[src/rtl/lock_pkg.sv]
`timescale 1ns/1ps
// -----------------------------------------------------------------------------
// lock_pkg
// Shared types and timing constants for the lock controller blocks.
//   seq_state_t : factory-reset sequencer state encoding (also exported on
//                 the debug state_o port, so the values are fixed)
//   CLK_FREQ_HZ : system clock frequency used by every timing block
//   max3        : helper for sizing shared counters from several limits
// -----------------------------------------------------------------------------
package lock_pkg;

  typedef enum logic [2:0] {
    IDLE     = 3'd0,
    HOLD     = 3'd1,
    CLEAR    = 3'd2,
    CLR_REL  = 3'd3,
    SETUP    = 3'd4,
    DONE     = 3'd5,
    ERR      = 3'd6,
    WAIT_REL = 3'd7
  } seq_state_t;

  localparam int CLK_FREQ_HZ = 1000;

  function automatic int max3(input int a, input int b, input int c);
    int m;
    m = a;
    if (b > m) m = b;
    if (c > m) m = c;
    return m;
  endfunction

endpackage

[src/rtl/cycle_timer.sv]
`timescale 1ns/1ps
// -----------------------------------------------------------------------------
// cycle_timer
// Loadable down-counter that saturates at zero. Intended to be shared by the
// lock's timing blocks (factory reset, lockout, door-open).
//
// Ports
//   clk       in  1  system clock
//   rst_n     in  1  asynchronous reset, active low (count cleared to 0)
//   load      in  1  load load_val this cycle (takes priority over counting)
//   load_val  in  W  value loaded into the counter
//   expired   out 1  counter currently at zero
//
// A value of N loaded on one edge makes expired rise N cycles later, so a
// window of N+1 cycles is obtained by loading N.
// -----------------------------------------------------------------------------
module cycle_timer #(
  parameter int W = 8
) (
  input  logic         clk,
  input  logic         rst_n,
  input  logic         load,
  input  logic [W-1:0] load_val,
  output logic         expired
);

  logic [W-1:0] r_cnt;

  always_ff @(posedge clk or negedge rst_n) begin
    if (!rst_n) begin
      r_cnt <= '0;
    end else if (load) begin
      r_cnt <= load_val;
    end else if (r_cnt != '0) begin
      r_cnt <= r_cnt - 1'b1;
    end
  end

  assign expired = (r_cnt == '0);

endmodule

[src/rtl/factory_reset_seq.sv]
`timescale 1ns/1ps
// -----------------------------------------------------------------------------
// factory_reset_seq
// Sequences the lock's factory-reset procedure from the front-panel key:
// the key must be held for HOLD_S seconds, then the stored-PIN memory is
// cleared through a 4-phase req/ack handshake, then the lock sits in setup
// mode until a new master PIN is entered or SETUP_TIMEOUT_S expires.
// Sits between the debounced keypad front end and the PIN storage / main
// lock FSM.
//
// Parameters
//   CLK_FREQ_HZ      system clock frequency, Hz
//   HOLD_S           required key hold time, s
//   CLR_TIMEOUT_MS   max wait for each handshake phase, ms (at least 1 cycle)
//   SETUP_TIMEOUT_S  max time in setup mode, s
//
// Ports
//   clk          in   1  system clock
//   rst_n        in   1  asynchronous reset, active low
//   btn_reset    in   1  debounced, synchronised reset key level
//   clr_ack      in   1  storage clear acknowledge (4-phase)
//   pin_valid    in   1  pulse: new master PIN entered and valid
//   hold_active  out  1  high while the key hold is being timed (panel LED)
//   clr_req      out  1  storage clear request (4-phase)
//   setup_mode   out  1  high while waiting for the new master PIN
//   pin_commit   out  1  pulse: store the entered PIN as master
//   seq_done     out  1  pulse: sequence completed
//   seq_error    out  1  pulse: sequence aborted on a timeout
//   state_o      out  3  current state encoding (debug)
//
// All outputs except pin_commit are decoded from the state register only.
// pin_commit is Mealy so the PIN is stored in the same cycle it is reported
// valid.
// -----------------------------------------------------------------------------
module factory_reset_seq #(
  parameter int CLK_FREQ_HZ     = lock_pkg::CLK_FREQ_HZ,
  parameter int HOLD_S          = 5,
  parameter int CLR_TIMEOUT_MS  = 100,
  parameter int SETUP_TIMEOUT_S = 30
) (
  input  logic       clk,
  input  logic       rst_n,
  input  logic       btn_reset,
  input  logic       clr_ack,
  input  logic       pin_valid,
  output logic       hold_active,
  output logic       clr_req,
  output logic       setup_mode,
  output logic       pin_commit,
  output logic       seq_done,
  output logic       seq_error,
  output logic [2:0] state_o
);

  import lock_pkg::*;

  localparam int HOLD_CYC  = HOLD_S * CLK_FREQ_HZ;
  localparam int CLR_RAW   = (CLR_TIMEOUT_MS * CLK_FREQ_HZ) / 1000;
  // A sub-cycle handshake timeout still has to allow one sampling cycle.
  localparam int CLR_CYC   = (CLR_RAW < 1) ? 1 : CLR_RAW;
  localparam int SETUP_CYC = SETUP_TIMEOUT_S * CLK_FREQ_HZ;
  localparam int MAX_CYC   = max3(HOLD_CYC, CLR_CYC, SETUP_CYC);
  localparam int TW        = $clog2(MAX_CYC + 1);

  // Loaded with CYC-1 because the state itself occupies the cycle in which
  // the timer reads zero, giving exactly CYC cycles in the state.
  localparam logic [TW-1:0] HOLD_LD  = TW'(HOLD_CYC - 1);
  localparam logic [TW-1:0] CLR_LD   = TW'(CLR_CYC - 1);
  localparam logic [TW-1:0] SETUP_LD = TW'(SETUP_CYC - 1);

  seq_state_t    r_state;
  seq_state_t    w_next;
  logic          w_load;
  logic [TW-1:0] w_load_val;
  logic          w_expired;

  // ---------------------------------------------------------------------------
  // Shared phase timer
  // ---------------------------------------------------------------------------
  cycle_timer #(
    .W (TW)
  ) u_timer (
    .clk      (clk),
    .rst_n    (rst_n),
    .load     (w_load),
    .load_val (w_load_val),
    .expired  (w_expired)
  );

  // ---------------------------------------------------------------------------
  // State register
  // ---------------------------------------------------------------------------
  always_ff @(posedge clk or negedge rst_n) begin
    if (!rst_n) begin
      r_state <= IDLE;
    end else begin
      r_state <= w_next;
    end
  end

  // ---------------------------------------------------------------------------
  // Next-state logic
  // ---------------------------------------------------------------------------
  always_comb begin
    w_next = r_state;
    case (r_state)
      IDLE: begin
        if (btn_reset) w_next = HOLD;
      end
      HOLD: begin
        // Checking release first makes a release in the expiry cycle abort.
        if (!btn_reset)     w_next = IDLE;
        else if (w_expired) w_next = CLEAR;
      end
      CLEAR: begin
        // Ack is checked first so it wins over a same-cycle timeout.
        if (clr_ack)        w_next = CLR_REL;
        else if (w_expired) w_next = ERR;
      end
      CLR_REL: begin
        if (!clr_ack)       w_next = SETUP;
        else if (w_expired) w_next = ERR;
      end
      SETUP: begin
        // A PIN arriving in the last setup cycle is still accepted.
        if (pin_valid)      w_next = DONE;
        else if (w_expired) w_next = ERR;
      end
      DONE:     w_next = WAIT_REL;
      ERR:      w_next = WAIT_REL;
      WAIT_REL: begin
        // The key must be released before another sequence can start.
        if (!btn_reset) w_next = IDLE;
      end
      default:  w_next = IDLE;
    endcase
  end

  // ---------------------------------------------------------------------------
  // Timer reload on every state change, value chosen by the state entered
  // ---------------------------------------------------------------------------
  always_comb begin
    w_load     = (w_next != r_state);
    w_load_val = '0;
    case (w_next)
      HOLD:    w_load_val = HOLD_LD;
      CLEAR:   w_load_val = CLR_LD;
      CLR_REL: w_load_val = CLR_LD;
      SETUP:   w_load_val = SETUP_LD;
      default: w_load_val = '0;
    endcase
  end

  // ---------------------------------------------------------------------------
  // Output decode
  // ---------------------------------------------------------------------------
  always_comb begin
    hold_active = 1'b0;
    clr_req     = 1'b0;
    setup_mode  = 1'b0;
    pin_commit  = 1'b0;
    seq_done    = 1'b0;
    seq_error   = 1'b0;
    case (r_state)
      HOLD:  hold_active = 1'b1;
      CLEAR: clr_req     = 1'b1;
      SETUP: begin
        setup_mode = 1'b1;
        pin_commit = pin_valid;
      end
      DONE:  seq_done    = 1'b1;
      ERR:   seq_error   = 1'b1;
      default: ;
    endcase
  end

  assign state_o = r_state;

endmodule

[config.mk]
export PLATFORM = sky130hd
export DESIGN_NAME = factory_reset_seq
export DESIGN_NICKNAME = d
export VERILOG_FILES = /design/src/rtl/lock_pkg.sv /design/src/rtl/cycle_timer.sv /design/src/rtl/factory_reset_seq.sv
export SDC_FILE = /design/constraint.sdc
export NUM_CORES = 1
export LEC_CHECK = 0
export CORE_ASPECT_RATIO = 0.9
export CORE_MARGIN = 2
export CORE_UTILIZATION = 46
export CTS_CLUSTER_DIAMETER = 30
export DETAILED_ROUTE_END_ITERATION = 8
export MAX_ROUTING_LAYER = met4
export PLACE_DENSITY_LB_ADDON = 0.08
export SLEW_MARGIN = 10
export SYNTH_ARGS = -nofsm -noshare
export SYNTH_HDL_FRONTEND = slang
export SYNTH_HIERARCHICAL = 1
export SYNTH_SLANG_ARGS = --single-unit
[constraint.sdc]
create_clock -name clk -period 3.75 [get_ports clk]
set_input_delay 0.75 -clock clk [delete_from_list [all_inputs] [get_ports clk]]
set_output_delay 0.75 -clock clk [all_outputs]
set_load 0.01 [all_outputs]
==> results.tsv, run 1 <==
stage	metric	value	unit
yosys	yosysTopAreaCell	dfrtp_1	
global_routing	antenna_found_initial	0	
yosys	avgSynthCellArea	9.29	sq um
placed_design	io_buffers	13	
yosys	synth-edff-count	0	
yosys	yosys.cell_count.top_type	dfrtp_1	
yosys	synthCells	138	
worst_setup_path	rrSetupSlack	360	ps
job	drv_cap	0	
drt	drt-initial-drc-count	46	
die	start_util	47.5	%
placed_design	place_inst	175	
timing	max_freq	295	MHz
worst_setup_path	r2r_cells	10	
global_routing	gr-usage-met1	29.9	%
worst_hold_path	hp-class	reg -> reg	
global_routing	busiest_layer	met1	
worst_setup_path	cp_data_arrival_time	3620	ps
layout	drive_gt1_share	10.8	%
worst_setup_path	cp-end-kind	register	
power	power	1.43	mW
drt	wl_per_cell	15.1	um
clocking	numCtsBuffers	3	
clocking	post-cts-setup-buffers	0	
global_routing	grt_first_pass_wirelength	4660	um
die	rows	18	
global_routing	grt_util_met3	4.33	%
die	ios	14	
worst_setup_path	path_cells	inv_1, ha_1, or4b_1, nor4b_4, nor3_2, a31oi_4, nor3_1, a221o_1, nor2_2, a22o_1	
layout	fillerInstances	244	
placed_design	hpwl	1950	um
global_routing	grt_max_degree	24	
worst_setup_path	cp_data_required_time	3980	ps
clocking	hold_buffers	0	
die	core	2700	sq um
global_routing	globalRouteOverflowTotal	0	
drt	vias	1054	
yosys	synthFlopType	dfrtp_1	
layout	syn_to_final_growth	12.0	%
yosys	async_flop_share	100	%
drt	first_pass_iters	4	
clocking	clk_latency	290	ps
clocking	cts_root_buffer	clkbuf_4	
worst_hold_path	hold_path_end	u_timer/r_cnt[14]$_DFFE_PN0P_	
worst_hold_path	hold_start	u_timer/r_cnt[14]$_DFFE_PN0P_	
yosys	ys_seq_area_share	35.1	%
worst_setup_path	crit_family	simple AND/OR/NAND/NOR gates	
yosys	synth_area	1280	sq um
layout	instances_no_fill	178	
yosys	yosys-top-cells-area	dfrtp_1 (35%), xor2_1 (6.1%), a22o_1 (5.5%)	
worst_hold_path	hold_depth	2	
timing	slew_headroom	44.2	%
worst_setup_path	critPathMaxStageDelay	580	ps
clocking	cts_tree	built	
clocking	clk_path_buf_depth	2	
timing	period_needed	3390	ps
clocking	cts_max_level	1	
drt	drc	0	
power	vdd_drop_max	0.467	mV
global_routing	first_global_vias	952	
yosys	synth_commonest_cells	dfrtp_1 (18), nor2_1 (13), nor3_1 (9), xor2_1 (9)	
die	die_x	59.7	um
global_routing	track_usage	19.9	%
layout	n_antenna_cell	0	
timing	slew_violations	0	
power	p_per_area	997	nW/um^2
worst_setup_path	crit_type	reg -> reg	
yosys	synth_warnings	6	
worst_setup_path	critical_path.max_fanout	23	
timing	worstMarginPinSlew	834	ps
outcome	status	completed	
timing	min_period_over_period	90.5	%
timing	hold_violations	0	
drt	vias_per_cell	5.92	
clocking	cts-resized-gates	0	
placed_design	gp_congestion	0.824	
die	dieArea	3230	sq um
global_routing	use_met2	27.5	%
yosys	synth_seq_cells	18	
drt	antenna_left	0	
timing	rsz0062_at_grt	no	
worst_setup_path	cp-start-kind	register	
worst_setup_path	worst-path-buf-inv	1	
yosys	yosys.cell_types.count	51	
clocking	clkSinkCount	18	
power	power_leakage	0.629	nW
timing	setup_viol_count_final	0	
worst_setup_path	rr_startpoint	u_timer/r_cnt[0]$_DFFE_PN0P_	
timing	finalClockSkew	7.01	ps
timing	finalSetupTns	0	ps
clocking	cts.reportedPaths.clkPinSlew	100	ps
die	dieHeight	54.1	um
drt	wl	2680	um
worst_setup_path	cp_slowest_cell	a221o_1	
yosys	synth.top_cell.area_share	35.1	%
worst_setup_path	rr_endpoint	u_timer/r_cnt[8]$_DFFE_PN0P_	
layout	finalNetCount	156	
-- report_power, final --
part	leakage, nW	internal, mW	switching (mW)	total [mW]
clock network	0.0138	0.0373	0.0538	0.0911
logic	0.389	0.421	0.510	0.931
registers	0.227	0.283	0.128	0.411
-- worst max-delay path by stage --
stage,cells after the start,end,start
after detailed placement,10,u_timer/r_cnt[8]$_DFFE_PN0P_,u_timer/r_cnt[0]$_DFFE_PN0P_
after global placement,10,u_timer/r_cnt[12]$_DFFE_PN0P_,u_timer/r_cnt[0]$_DFFE_PN0P_
after CTS,10,u_timer/r_cnt[8]$_DFFE_PN0P_,u_timer/r_cnt[0]$_DFFE_PN0P_
final,10,u_timer/r_cnt[8]$_DFFE_PN0P_,u_timer/r_cnt[0]$_DFFE_PN0P_
after floorplan,11,u_timer/r_cnt[3]$_DFFE_PN0P_,u_timer/r_cnt[0]$_DFFE_PN0P_
after global routing,11,u_timer/r_cnt[13]$_DFFE_PN0P_,u_timer/r_cnt[0]$_DFFE_PN0P_
-- worst reg2reg max path, stage by stage, from the launching register on --
cell and delay, ps:
dfrtp_1 400, inv_1 100, ha_1 190, or4b_1 560, nor4b_4 480, nor3_2 120, a31oi_4 250, nor3_1 80
a221o_1 580, nor2_2 400, a22o_1 190
-- per-stage QoR --
step	utilization [%]	setup slack, ps	instance area (sq um)	hold slack, ps
final	53.1	357	1440	540
after detailed placement	52.3	392	1410	532
after global placement	52.3	479	1410	547
after global routing	53.1	32.7	1440	582
after CTS	53.1	357	1440	546
after floorplan	-	640	1290	454
-- placed cells by master, fill, tap and decap left out, types with 2 or more instances in the layout --
| master | instances |
|---|---|
| mux2i_1 | 2 |
| or4_1 | 4 |
| xnor2_1 | 2 |
| nor2b_1 | 4 |
| clkdlybuf4s50_1 | 13 |
| or3_1 | 3 |
| nand2_1 | 8 |
| inv_2 | 2 |
| a22o_1 | 8 |
| xor2_1 | 9 |
| clkbuf_4 | 3 |
| dfrtp_1 | 18 |
| o31ai_1 | 4 |
| conb_1 | 2 |
| inv_1 | 4 |
| o21ai_1 | 3 |
| nor3_1 | 9 |
| o21ai_0 | 4 |
| nand2b_1 | 2 |
| nor2_1 | 13 |
| a21oi_1 | 2 |
-- layout make-up --
| type | count | area [sq um] | share of cell area (%) |
|---|---|---|---|
| Sequential cell | 18 | 450 | 31.4 |
| Tap cell | 30 | 37.5 | 2.61 |
| Clock buffer | 3 | 22.5 | 1.57 |
| Multi-Input combinational cell | 107 | 766 | 53.3 |
| Inverter | 6 | 22.5 | 1.57 |
| Timing Repair Buffer | 14 | 138 | 9.58 |
-- kinds of logic (layout without fill, tap and decap cells) --
kind of cell | after synthesis | after routing | share of synthesized area [%]
AOI/OAI and AO/OA | 33 | 33 | 20.9
xor gates and xnor gates | 11 | 11 | 7.51
adders and majority gates | 1 | 1 | 0.975
buffers and inverters | 14 | 23 | 5.46
DFF | 18 | 18 | 35.1
muxes | 3 | 3 | 2.44
other | 1 | 2 | 0.292
and+or+nand+nor | 57 | 57 | 27.3
-- flip-flops by register name, summed over array words and instances (netlist names) --
register,count
state_o,3
u_timer/r_cnt,15
-- per-layer routing --
metal,vias to the layer above,share of wire (%)
met1,500,54
met3,2,3.7
met2,19,42
li1,533,-
met4,0,0.37
met5,-,0
Note: power is estimated with default switching activity, not from simulation.
==> inputs of run 2 (changes only) <==
--- a/config.mk
+++ b/config.mk
@@ -10,8 +10,10 @@
 export CORE_UTILIZATION = 46
 export CTS_CLUSTER_DIAMETER = 30
 export DETAILED_ROUTE_END_ITERATION = 8
+export DONT_BUFFER_PORTS = 1
 export MAX_ROUTING_LAYER = met4
 export PLACE_DENSITY_LB_ADDON = 0.08
+export SKIP_LAST_GASP = 1
 export SLEW_MARGIN = 10
 export SYNTH_ARGS = -nofsm -noshare
 export SYNTH_HDL_FRONTEND = slang
==> run 2 against run 1 <==
Total power is essentially flat. Clock power grew 35%. First-iteration DRC count shrank 6.5%. Core utilization shrank 3.7 points. Worst hold slack lost 410 ps. Cell count shrank 5.6%. Die area is the same. Final area shrank 7.1%. Non-clock buffer count shrank 11. Setup slack gained 140 ps. Sequential share of layout area grew 2.4 points. Largest cell class unchanged.
==> results.tsv, run 2 (same netlist as run 1, synthesis figures left out) <==
stage	metric	value	unit
worst_setup_path	cp_data_required_time	3990	ps
global_routing	antenna_found_initial	0	
die	ios	14	
global_routing	first_global_vias	907	
placed_design	gp_congestion	0.859	
power	power	1.43	mW
placed_design	io_buffers	0	
timing	setup_viol_count_final	0	
layout	multi_input_area	766	sq um
worst_setup_path	rrSetupSlack	490	ps
timing	worstMarginPinSlew	623	ps
layout	fillerInstances	266	
clocking	hold_buffers	0	
layout	largest_reg_flops	15	
drt	drc	0	
worst_setup_path	cp-end-kind	register	
clocking	cts-resized-gates	0	
layout	syn_to_final_growth	4.10	%
timing	slew_violations	0	
die	dieHeight	54.1	um
worst_setup_path	critPathMaxStageDelay	560	ps
worst_setup_path	crit_start	u_timer/r_cnt[0]$_DFFE_PN0P_	
power	vdd_drop_max	0.421	mV
worst_hold_path	hp-class	in -> async	
worst_setup_path	cp_data_arrival_time	3500	ps
power	power_leakage	0.597	nW
layout	mostFrequentLayoutCells	dfrtp_1 (18), nor2_1 (13), nor3_1 (9), xor2_1 (9)	
timing	max_freq	307	MHz
worst_setup_path	crit_type	reg -> reg	
power	p_per_area	1070	nW/um^2
worst_setup_path	cp_slowest_cell	or4b_1	
timing	hold_violations	0	
timing	finalClockSkew	0.989	ps
timing	rsz0062_at_grt	no	
drt	vias	992	
layout	n_antenna_cell	0	
timing	period_needed	3260	ps
drt	first_pass_iters	4	
die	start_util	47.5	%
clocking	clkSinkCount	18	
worst_setup_path	critical_path.max_fanout	12	
die	core	2700	sq um
layout	final_common_cell	dfrtp_1	
worst_setup_path	r2r_cells	11	
worst_setup_path	rr_endpoint	u_timer/r_cnt[8]$_DFFE_PN0P_	
clocking	clk_latency	300	ps
drt	drt-initial-drc-count	43	
worst_setup_path	rr_startpoint	u_timer/r_cnt[0]$_DFFE_PN0P_	
timing	slew_headroom	58.4	%
worst_setup_path	path_cells	inv_1, ha_1, or4b_1, nor4b_4, nor3_2, a31oi_4, nor3_1, a221o_1, buf_4, nor2_2, a22o_1	
clocking	numCtsBuffers	3	
die	rows	18	
drt	vias_per_cell	5.90	
timing	min_period_over_period	86.8	%
job	drv_cap	0	
global_routing	track_usage	20.0	%
drt	wl	2820	um
clocking	cts.reportedPaths.clkPinSlew	110	ps
clocking	cts_tree	built	
clocking	cts_root_buffer	clkbuf_4	
die	dieArea	3230	sq um
die	die_x	59.7	um
drt	antenna_left	0	
placed_design	hpwl	2010	um
layout	finalNetCount	145	
outcome	status	completed	
layout	seq_area	450	sq um
layout	largest_register	u_timer/r_cnt	
timing	finalSetupTns	0	ps
layout	drive_gt1_share	13.8	%
timing	holdWs	128	ps
global_routing	grt_max_degree	19	
global_routing	globalRouteOverflowTotal	0	
clocking	cts_max_level	1	
clocking	clk_path_buf_depth	2	
global_routing	grt_first_pass_wirelength	4640	um
drt	wl_per_cell	16.8	um
worst_setup_path	cp-start-kind	register	
worst_setup_path	endpoint	u_timer/r_cnt[8]$_DFFE_PN0P_	
clocking	post-cts-setup-buffers	0	
-- run 2: cell types whose count changed in the layout (fill, tap and decap cells not counted), sizes merged --
cell / change
buf: +2
clkdlybuf4s50: -13
clkbuf: +1
-- run 2: worst min path at each step --
stage	slack [ps]	start	depth (start not counted)	end
after detailed placement	450	rst_n	0	state_o[0]$_DFF_PN0_
after CTS	120	rst_n	0	u_timer/r_cnt[1]$_DFFE_PN0P_
final	130	rst_n	0	state_o[1]$_DFF_PN0_
after global placement	450	rst_n	0	state_o[0]$_DFF_PN0_
after global routing	100	rst_n	0	state_o[2]$_DFF_PN0_
after floorplan	450	rst_n	0	state_o[0]$_DFF_PN0_
-- run 2: metrics by stage --
step | instances | worst slack [ps] | cell area (sq um) | util [%]
finish | 168 | 494 | 1340 | 49.4
global route | 168 | 291 | 1340 | 49.4
CTS | 168 | 500 | 1340 | 49.4
detailed placement | 164 | 522 | 1300 | 48.1
global placement | 164 | 682 | 1300 | 48.1
floorplan | 139 | 640 | 1290 | -
-- run 2: routing by layer --
layer / global-route usage (%) / wire (um) / vias to the layer above
met5: - / 0 / -
met4: 3.33 / 12 / 0
met3: 4.33 / 82 / 2
met2: 25.9 / 1150 / 18
met1: 31.3 / 1570 / 467
li1: - / - / 505
-- run 2: final cells by class --
type | instances | area share, %
clock buffer | 4 | 2.72
sequential | 18 | 33.7
multi-input combinational | 107 | 57.4
tap | 30 | 2.81
inverter | 6 | 1.69
timing repair buffer | 3 | 1.69
-- run 2: worst max-delay path, delay by kind of cell (launching register included) --
family | cells | cell delay [ps]
compound gates | 3 | 750
buf+inv | 2 | 290
simple gates | 5 | 1560
fa+ha+maj | 1 | 200
flops | 1 | 400
-- run 2: where the power goes --
| group | switching [mW] | leakage (nW) | internal, mW |
|---|---|---|---|
| Clock | 0.0636 | 0.0210 | 0.0592 |
| Combinational | 0.503 | 0.349 | 0.384 |
| Sequential | 0.140 | 0.227 | 0.282 |
